$ cat config.mk
export PLATFORM = sky130hd
export DESIGN_NAME = noc_output_scheduler
export DESIGN_NICKNAME = d
export VERILOG_FILES = /design/src/rtl/noc_pkg.sv /design/src/rtl/rr_arbiter.sv /design/src/rtl/noc_output_scheduler.sv
export SDC_FILE = /design/constraint.sdc
export NUM_CORES = 1
export LEC_CHECK = 0
export CORE_MARGIN = 4
export CORE_UTILIZATION = 30
export DETAILED_ROUTE_END_ITERATION = 7
export GPL_TIMING_DRIVEN = 0
export HOLD_SLACK_MARGIN = 0.12
export PLACE_DENSITY = 0.55
export SYNTH_ARGS = -nofsm -noshare
export SYNTH_HDL_FRONTEND = slang
export SYNTH_HIERARCHICAL = 1
export SYNTH_SLANG_ARGS = --single-unit
$ cat constraint.sdc
create_clock -name clk -period 9.1 [get_ports clk]
set_clock_uncertainty 0.05 [all_clocks]
set_input_delay 0.91 -clock clk [delete_from_list [all_inputs] [get_ports clk]]
set_output_delay 0.91 -clock clk [all_outputs]
set_load 0.02 [all_outputs]
$ cat src/rtl/noc_pkg.sv
// Shared definitions for the router output-port schedulers.
// Port indices, flit-id bit positions, scheduler state encoding and a
// one-hot to index helper used wherever a grant vector must be turned
// back into a port number.
package noc_pkg;

  localparam int NPORTS = 5;
  localparam int IDX_W  = 3;

  // Input port indices, also the bit order of req/grant vectors.
  localparam int PORT_L = 0;
  localparam int PORT_N = 1;
  localparam int PORT_E = 2;
  localparam int PORT_W = 3;
  localparam int PORT_S = 4;

  // Bit positions inside a 3-bit flit id.
  localparam int HDR  = 0;
  localparam int BODY = 1;
  localparam int TAIL = 2;

  typedef enum logic {
    IDLE = 1'b0,
    HOLD = 1'b1
  } state_t;

  function automatic logic [IDX_W-1:0] onehot_to_idx(input logic [NPORTS-1:0] oh);
    logic [IDX_W-1:0] idx;
    idx = '0;
    for (int i = 0; i < NPORTS; i++) begin
      if (oh[i]) idx = IDX_W'(i);
    end
    return idx;
  endfunction

endpackage

$ cat src/rtl/rr_arbiter.sv
// Combinational five-way round-robin pick.
// Ports:
//   eligible : per-port request vector (bit order L,N,E,W,S)
//   last     : index of the most recently served port
//   winner   : one-hot winner, first eligible port after 'last' with wrap
//   valid    : at least one port is eligible
module rr_arbiter
  import noc_pkg::*;
(
  input  logic [NPORTS-1:0] eligible,
  input  logic [IDX_W-1:0]  last,
  output logic [NPORTS-1:0] winner,
  output logic              valid
);

  logic [3:0]       sum;
  logic [IDX_W-1:0] cand;

  always_comb begin
    // NOTE: every output of a combinational block gets a default first;
    // a path that leaves one unassigned would infer a latch.
    winner = '0;
    valid  = 1'b0;
    sum    = '0;
    cand   = '0;
    // Scan last+1 .. last+5; 'last' never exceeds 4, so one conditional
    // subtraction is enough for the modulo.
    for (int k = 1; k <= NPORTS; k++) begin
      sum  = {1'b0, last} + 4'(k);
      cand = (sum >= 4'(NPORTS)) ? IDX_W'(sum - 4'(NPORTS)) : sum[IDX_W-1:0];
      if (!valid && eligible[cand]) begin
        winner[cand] = 1'b1;
        valid        = 1'b1;
      end
    end
  end

endmodule

$ cat src/rtl/noc_output_scheduler.sv
// Wormhole scheduler for one router output port shared by five inputs.
// A header flit wins round-robin arbitration, the grant is held until the
// tail flit moves, downstream flow is limited by a credit counter, and a
// watchdog forces a release when the holder stops presenting flits.
// Ports:
//   clk, rst     : clock, asynchronous active-high reset
//   req          : per-input flit valid (L=0,N=1,E=2,W=3,S=4)
//   flit_id      : 3 bits per input {tail, body, header}
//   credit_in    : one-cycle pulse returning one downstream credit
//   grant        : registered one-hot grant, 0 when idle
//   xfer         : a flit moves from the holder to the output this cycle
//   credits      : current downstream credit count
//   busy         : packet in progress
//   timeout_err  : one-cycle pulse on a forced release
module noc_output_scheduler
  import noc_pkg::*;
#(
  parameter int CREDITS = 4,
  parameter int TIMEOUT = 255,
  parameter int CW      = $clog2(CREDITS + 1)
) (
  input  logic                  clk,
  input  logic                  rst,
  input  logic [NPORTS-1:0]     req,
  input  logic [3*NPORTS-1:0]   flit_id,
  input  logic                  credit_in,
  output logic [NPORTS-1:0]     grant,
  output logic                  xfer,
  output logic [CW-1:0]         credits,
  output logic                  busy,
  output logic                  timeout_err
);

  localparam int              WD_W     = 12;
  localparam logic [WD_W-1:0] WD_LAST  = WD_W'(TIMEOUT - 1);
  localparam logic [CW-1:0]   CRED_MAX = CW'(CREDITS);

  state_t             state;
  logic [IDX_W-1:0]   holder;
  logic [IDX_W-1:0]   last;
  logic [WD_W-1:0]    wdog;

  logic [NPORTS-1:0]  hdr_bits;
  logic [NPORTS-1:0]  tail_bits;
  logic [NPORTS-1:0]  body_bits;
  logic               body_unused;
  logic [NPORTS-1:0]  eligible;
  logic [NPORTS-1:0]  winner;
  logic               arb_valid;
  logic               hold_req;
  logic               hold_tail;
  logic               tail_done;
  logic               wd_fire;

  always_comb begin
    hdr_bits  = '0;
    tail_bits = '0;
    body_bits = '0;
    for (int i = 0; i < NPORTS; i++) begin
      hdr_bits[i]  = flit_id[3*i + HDR];
      body_bits[i] = flit_id[3*i + BODY];
      tail_bits[i] = flit_id[3*i + TAIL];
    end
  end

  // The body marker carries no scheduling meaning: anything that is not a
  // tail keeps the grant.
  assign body_unused = ^body_bits;

  // Only header flits may open a packet; stray body/tail flits are ignored.
  assign eligible = req & hdr_bits;

  rr_arbiter u_arb (
    .eligible (eligible),
    .last     (last),
    .winner   (winner),
    .valid    (arb_valid)
  );

  assign busy      = (state == HOLD);
  assign hold_req  = req[holder];
  assign hold_tail = tail_bits[holder];
  assign xfer      = busy & hold_req & (credits != '0);
  assign tail_done = xfer & hold_tail;
  // Only idle cycles of the holder reach the limit; credit stalls keep
  // req high and therefore never fire the watchdog.
  assign wd_fire   = busy & ~hold_req & (wdog == WD_LAST);

  // Packet FSM, grant, pointer and watchdog.
  always_ff @(posedge clk or posedge rst) begin
    if (rst) begin
      // NOTE: sequential state uses non-blocking assignments so every
      // register samples the values from before this clock edge.
      state       <= IDLE;
      grant       <= '0;
      holder      <= '0;
      last        <= IDX_W'(PORT_S);
      wdog        <= '0;
      timeout_err <= 1'b0;
    end else begin
      timeout_err <= 1'b0;
      case (state)
        IDLE: begin
          if (arb_valid) begin
            state  <= HOLD;
            grant  <= winner;
            holder <= onehot_to_idx(winner);
            wdog   <= '0;
          end
        end
        HOLD: begin
          if (tail_done) begin
            state <= IDLE;
            grant <= '0;
            last  <= holder;
          end else if (wd_fire) begin
            state       <= IDLE;
            grant       <= '0;
            last        <= holder;
            timeout_err <= 1'b1;
          end else if (xfer) begin
            wdog <= '0;
          end else if (!hold_req) begin
            wdog <= wdog + WD_W'(1);
          end
        end
        default: state <= IDLE;
      endcase
    end
  end

  // Downstream credits: a simultaneous send and return cancel out; a
  // return into a full counter is dropped.
  always_ff @(posedge clk or posedge rst) begin
    if (rst) begin
      credits <= CRED_MAX;
    end else begin
      case ({xfer, credit_in})
        2'b10:   credits <= credits - CW'(1);
        2'b01:   if (credits != CRED_MAX) credits <= credits + CW'(1);
        default: credits <= credits;
      endcase
    end
  end

endmodule

==> results of run 1 <==
stage by stage:
stage               util [%]  cells
floorplan                  -    391
global placement        35.3    554
detailed placement      35.3    554
CTS                     36.0    558
global route            36.0    558
finish                  36.0    558
state kept, by name, indices dropped and copies added (netlist names):
register,count
busy,1
credits,3
grant,5
holder,3
last,3
timeout_err,1
wdog,12
tightest hold or removal path, stage by stage (launching register included):
cell	delay, ns
dfrtp_1	0.39
nand2_1	0.06
a21oi_1	0.06
where the power goes:
| part | switching (mW) | internal (mW) |
|---|---|---|
| clock network | 0.0457 | 0.0592 |
| registers | 0.0625 | 0.168 |
| logic | 0.692 | 0.460 |
| total | 0.800 | 0.688 |
worst paths after layout:
check                               from        to  slack, ns  cells past startpoint
worst min register to register  grant[4]  grant[4]       0.48                      2
min in group asynchronous            rst   wdog[5]       1.15                      2
worst max register to register   last[0]   wdog[6]       4.66                     13
worst max-delay path             last[0]   wdog[6]       4.66                     13
worst min-delay path            grant[4]  grant[4]       0.48                      2
max in group asynchronous            rst  grant[2]       7.16                      2
per-layer routing:
| layer | share of wire, % | global-route usage (%) |
|---|---|---|
| met1 | 49 | 21.2 |
| met2 | 45 | 23.1 |
| met3 | 4.1 | 2.66 |
| met4 | 1.3 | 3.16 |
| met5 | 0 | 0 |
cell type report:
type	count	area share, %
multi-input combinational	315	61.1
sequential	28	18.8
timing repair buffer	27	7.24
tap	136	4.56
buffer	18	3.38
inverter	30	3.02
clock buffer	3	1.11
clock inverter	1	0.804
kinds of logic after synthesis:
logic type | after synthesis | synth area share, %
AND/OR/NAND/NOR | 170 | 29.6
AO/OA/AOI/OAI | 112 | 28.8
buffers and inverters | 48 | 7.42
flip-flops | 28 | 21.8
multiplexers | 15 | 5.40
adder cells (fa/ha/maj) | 14 | 5.90
XOR/XNOR | 4 | 1.09
cell usage after synthesis (8+ instances only):
cell      number  share of area (%)
nand2_1       38                4.4
nand4_1       12                2.3
a21oi_1        9                1.4
nor2b_1        8                1.6
inv_1         28                3.3
dfrtp_1       26                 20
mux2i_1        8                2.5
nor3_1        10                1.6
o221ai_2       9                4.2
o21ai_0       21                3.3
nand2b_1      14                2.7
nand3_1       18                2.8
nor2_1        27                3.1
ha_1          12                4.7
==> results.md, run 1 <==
* WL per Instance at 16.4 um
* Via/cell ratio at 5.47
* Number of global-route vias before repair at 2,946
* Initial Utilization at 31.1%
* Worst Path Buf+Inv at 4
* CP cell instances: clkinv_1 -> ha_1 -> inv_1 -> clkbuf_1 -> a22oi_1 -> o21ai_0 -> a21oi_2 -> nor4_4 -> nand3_1 -> nor2_1 -> a211oi_2 -> buf_6 -> o221ai_2
* Gpl congestion at 0.849
* Place WS at 4.72 ns
* RSZ-0062 raised after global routing: false
* YS warnings at 6
* Final period util at 48.8%
* Outcome: finished clean
* MaxCap Viol Count at 0
* Area used by multi-input combinational logic at 2280 um2
* DP HPWL at 6.94 mm
* Initial antenna violation count at 0
* Max stage delay on crit path at 0.56 ns
* Post-synth top flop: dfrtp_1
* Synthesized area per cell at 8.24 um2
* CTS resizes at 0
* Endpoints failing hold at 0
* Number of synthesized flops with an enable pin at 0
* CTS clk-pin slew, worst paths at 0.11 ns
* Die X at 112 um
* Register area share after synthesis at 21.8%
* DRT Wirelength at 9.17 mm
* Hold Path Class: register to register
* Clk sink count at 28
* Power per cell area at 399 nW/um2
* Pin count of the biggest net entering global routing at 29
* CP Capture Type: register
* Slew headroom at 23.9%
* Global-route usage over all layers at 14.7%
* Rows at 37
* Worst path slowest cell: dfrtp_1
* Setup Buffers After CTS at 0
* Startpoint types: register
* Clk buf depth at 2
* Kind of critical path: register to register
* Total grt overflow at 0
* Post-DRT Antenna Nets at 0
* FFs w/ async S/R, synth at 100%
* Fin area at 3730 um2
* FMAX at 0.225 GHz
* # setup viols final at 0
* Pwr Total at 1.49 mW
* Register Area at 703 um2
* Drt drc at 0
* Critical path's top delay family: simple AND/OR/NAND/NOR gates
* Synth unique cells at 82
* Layout cells sized above 1 at 14.2%
* Most common cell after layout, fill and taps aside: nand2_1
* Num ports at 34
* Hold slack final at 0.482 ns
* Post-Synthesis Cell Area at 3220 um2
* Final min period at 4.44 ns
* Critical Path AT at 4.61 ns
* Crit Path Max Fanout at 12
* Final slew viol count at 0
* CTS root buffer: clkbuf_8
* Core Region at 10,400 um2
* H-Tree Depth at 1
* Syn_nets at 428
* DR iter-0 viols at 209
* Static leakage at 1.46 nW
* Via count at 3,055
* Global-route wire length before repair at 15.4 mm
* Hold Buf Count CTS at 0
* Diodes inserted at 0
* DR pass1 iterations at 4
* Die Y at 112 um
* CTS tree: yes
* Post-route setup slack at 4.66 ns
* Worst skew pair latency at 0.30 ns
* Area grow syn2layout at 15.9%
* Fillers at 1,112
* Synth Register Bits at 28
* Worst slew pin tran at 1.14 ns
* CTS Buf Count at 3
* Port Buf Inserts at 27
* Setup_tns at 0 ns
* DP Area at 3660 um2
* Nets@finish at 460
* Synthesized instance count at 391
* Most frequent cells in the layout: 38 x nand2_1, 28 x inv_1, 27 x nor2_1, 27 x clkdlybuf4s50_1, 26 x dfrtp_1
* WP data required at 9.27 ns
* Die area at 12,500 um2
* Peak supply drop at 0.193 mV
No activity file was read; power rests on OpenSTA's default activity.
==> inputs of run 2 (changes only) <==
clock period = 4.6 ns   (was 9.1 ns; I/O delays follow)
==> results.md, run 2 (synthesis results as in run 1) <==
* Die area at 12,500 um2 (unchanged)
* Rows at 37 (unchanged)
* Global-route usage over all layers at 14.7% (unchanged)
* DR pass1 iterations at 4 (unchanged)
* Pwr Total at 3.04 mW (+100%)
* Kind of critical path: register to register
* Worst R2R Start: last[0]
* Clk sink count at 28 (unchanged)
* Area grow syn2layout at 16.8%
* Clk buf depth at 2 (unchanged)
* Top Registers: wdog: 12 flops, grant: 5 flops
* Final min period at 4.11 ns (-0.334 ns)
* Clk pwr share at 6.8% (-0.2 points)
* Static leakage at 1.47 nW (+0.91%)
* Switching share of power at 53.2% (-0.62 points)
* Gpl congestion at 0.849 (unchanged)
* Worst skew pair latency at 0.30 ns (about the same)
* Global-route wire length before repair at 15.4 mm (unchanged)
* CTS clk-pin slew, worst paths at 0.11 ns (about the same)
* CP Capture Type: register
* Reg2reg path depth at 14 (+1)
* Peak supply drop at 0.339 mV (+75%)
* Via count at 3,052 (-0.098%)
* FMAX at 0.243 GHz (+8.1%)
* Most common cell after layout, fill and taps aside: nand2_1
* Endpoints failing hold at 0 (unchanged)
* Worst setup path endpoint: wdog[6]
* FF-to-FF setup slack at 0.49 ns (-4.17 ns)
* Drt drc at 0 (unchanged)
* Initial Utilization at 31.1% (unchanged)
* DP HPWL at 6.94 mm (unchanged)
* Outcome: finished clean
* Most frequent cells in the layout: 38 x nand2_1, 28 x inv_1, 27 x clkdlybuf4s50_1, 26 x nor2_1, 26 x dfrtp_1
* Crit Path Max Fanout at 12 (unchanged)
* Num ports at 34 (unchanged)
* Sequential share of power at 15.1% (-0.4 points)
* Worst reg2reg endpoint: wdog[6]
* Slew headroom at 24.0% (+0.066 points)
* RSZ-0062 raised after global routing: false
* Total grt overflow at 0 (unchanged)
* Layout cells sized above 1 at 15.3% (+1.1 points)
* Die X at 112 um (unchanged)
* Pin count of the biggest net entering global routing at 29 (unchanged)
* Fin area at 3760 um2 (+0.77%)
* Initial antenna violation count at 0 (unchanged)
* Fin util at 36.3% (+0.28 points)
* Setup_tns at 0 ns (unchanged)
* Number of global-route vias before repair at 2,946 (unchanged)
* Internal at 1.42 mW (+110%)
* Most flops, register: wdog
* Max FFs per register at 12 (unchanged)
* DP Area at 3660 um2 (unchanged)
* WL per Instance at 16.4 um (-0.12%)
* MaxCap Viol Count at 0 (unchanged)
* Startpoint types: register
* Worst slew pin tran at 1.14 ns (-0.000990 ns)
* Switching pwr at 1.61 mW (+100%)
* Nets@finish at 463 (+0.65%)
* Post-DRT Antenna Nets at 0 (unchanged)
* H-Tree Depth at 1 (unchanged)
* CTS root buffer: clkbuf_8
* Die Y at 112 um (unchanged)
* Critical Path AT at 4.23 ns (-0.38 ns)
* Hold Path Class: register to register
* Power per cell area at 807 nW/um2 (+100%)
* Core Region at 10,400 um2 (unchanged)
* Diodes inserted at 0 (unchanged)
* CTS tree: yes
* DR iter-0 viols at 211 (+0.96%)
* DRT Wirelength at 9.20 mm (+0.41%)
* # setup viols final at 0 (unchanged)
* Final slew viol count at 0 (unchanged)
* Port Buf Inserts at 27 (unchanged)
* Setup crit start: last[0]
* Hold Buf Count CTS at 0 (unchanged)
* CTS Buf Count at 3 (unchanged)
* Final period util at 89.3% (+40 points)
* Via/cell ratio at 5.44 (-0.63%)
* Logic gate share of total power at 78.1% (+0.7 points)
* WP data required at 4.73 ns (-4.54 ns)
## run 2: cell types whose count changed in the layout (fill, tap and decap cells not counted), sizes merged
cell and change:
clkinvlp +1, clkinv -1, buf +3
## run 2: routing by layer
metal  global-route usage (%)  share of wire, %
met5                        0                 0
met1                     21.2                49
met2                     23.1                45
met3                     2.66               4.4
met4                     3.16               1.4
## run 2: layout make-up
class                      count  area, um2
buffer                        18        126
clock buffer                   3       41.3
clock inverter                 1       30.0
fill                        1108       6610
inverter                      30        116
multi-input combinational    315       2280
sequential                    28        703
tap                          136        170
timing repair buffer          30        293
## run 2: power groups by stage
stage               Sequential, mW  Combinational [mW]  Clock [mW]
global route                 0.477                2.59       0.226
global placement             0.458                2.25           0
detailed placement           0.461                2.25           0
finish                       0.458                2.37       0.207
CTS                          0.458                2.26       0.213
floorplan                    0.461                1.72           0
## run 2: worst max-delay path: stages (launching register included)
cell,delay (ns)
dfrtp_1,0.60
clkinvlp_4,0.37
ha_1,0.30
ha_1,0.31
clkbuf_4,0.21
nor3_1,0.08
a21oi_2,0.27
a21bo_1,0.25
a221o_1,0.37
buf_6,0.15
nand3_1,0.18
nor2_2,0.12
a211oi_2,0.39
buf_6,0.24
o221ai_2,0.11
## run 2: worst min path at each step
| stage | slack (ns) | end | cells past startpoint | start |
|---|---|---|---|---|
| 5_1_grt | 0.51 | grant[4] | 2 | grant[4] |
| 4_1_cts | 0.49 | grant[4] | 2 | grant[4] |
| 6_report | 0.48 | grant[4] | 2 | grant[4] |
| 3_5_place_dp | 0.47 | grant[4] | 2 | grant[4] |
| 2_1_floorplan | 0.47 | busy | 1 | rst |
| 3_3_place_gp | 0.47 | grant[4] | 2 | grant[4] |
## run 2: metrics by stage
step	worst slack, ns	hold slack (ns)	std cells
6_report	0.492	0.481	561
5_1_grt	0.133	0.514	561
2_1_floorplan	1.15	0.474	391
3_3_place_gp	0.254	0.466	554
4_1_cts	0.181	0.487	558
3_5_place_dp	0.215	0.473	554
## run 2: what timing repair did
action | 4_1_cts | 5_1_grt
buffers inserted | 0 | 3
gates resized for setup | 0 | 2
endpoints found under the setup margin | 0 | 15
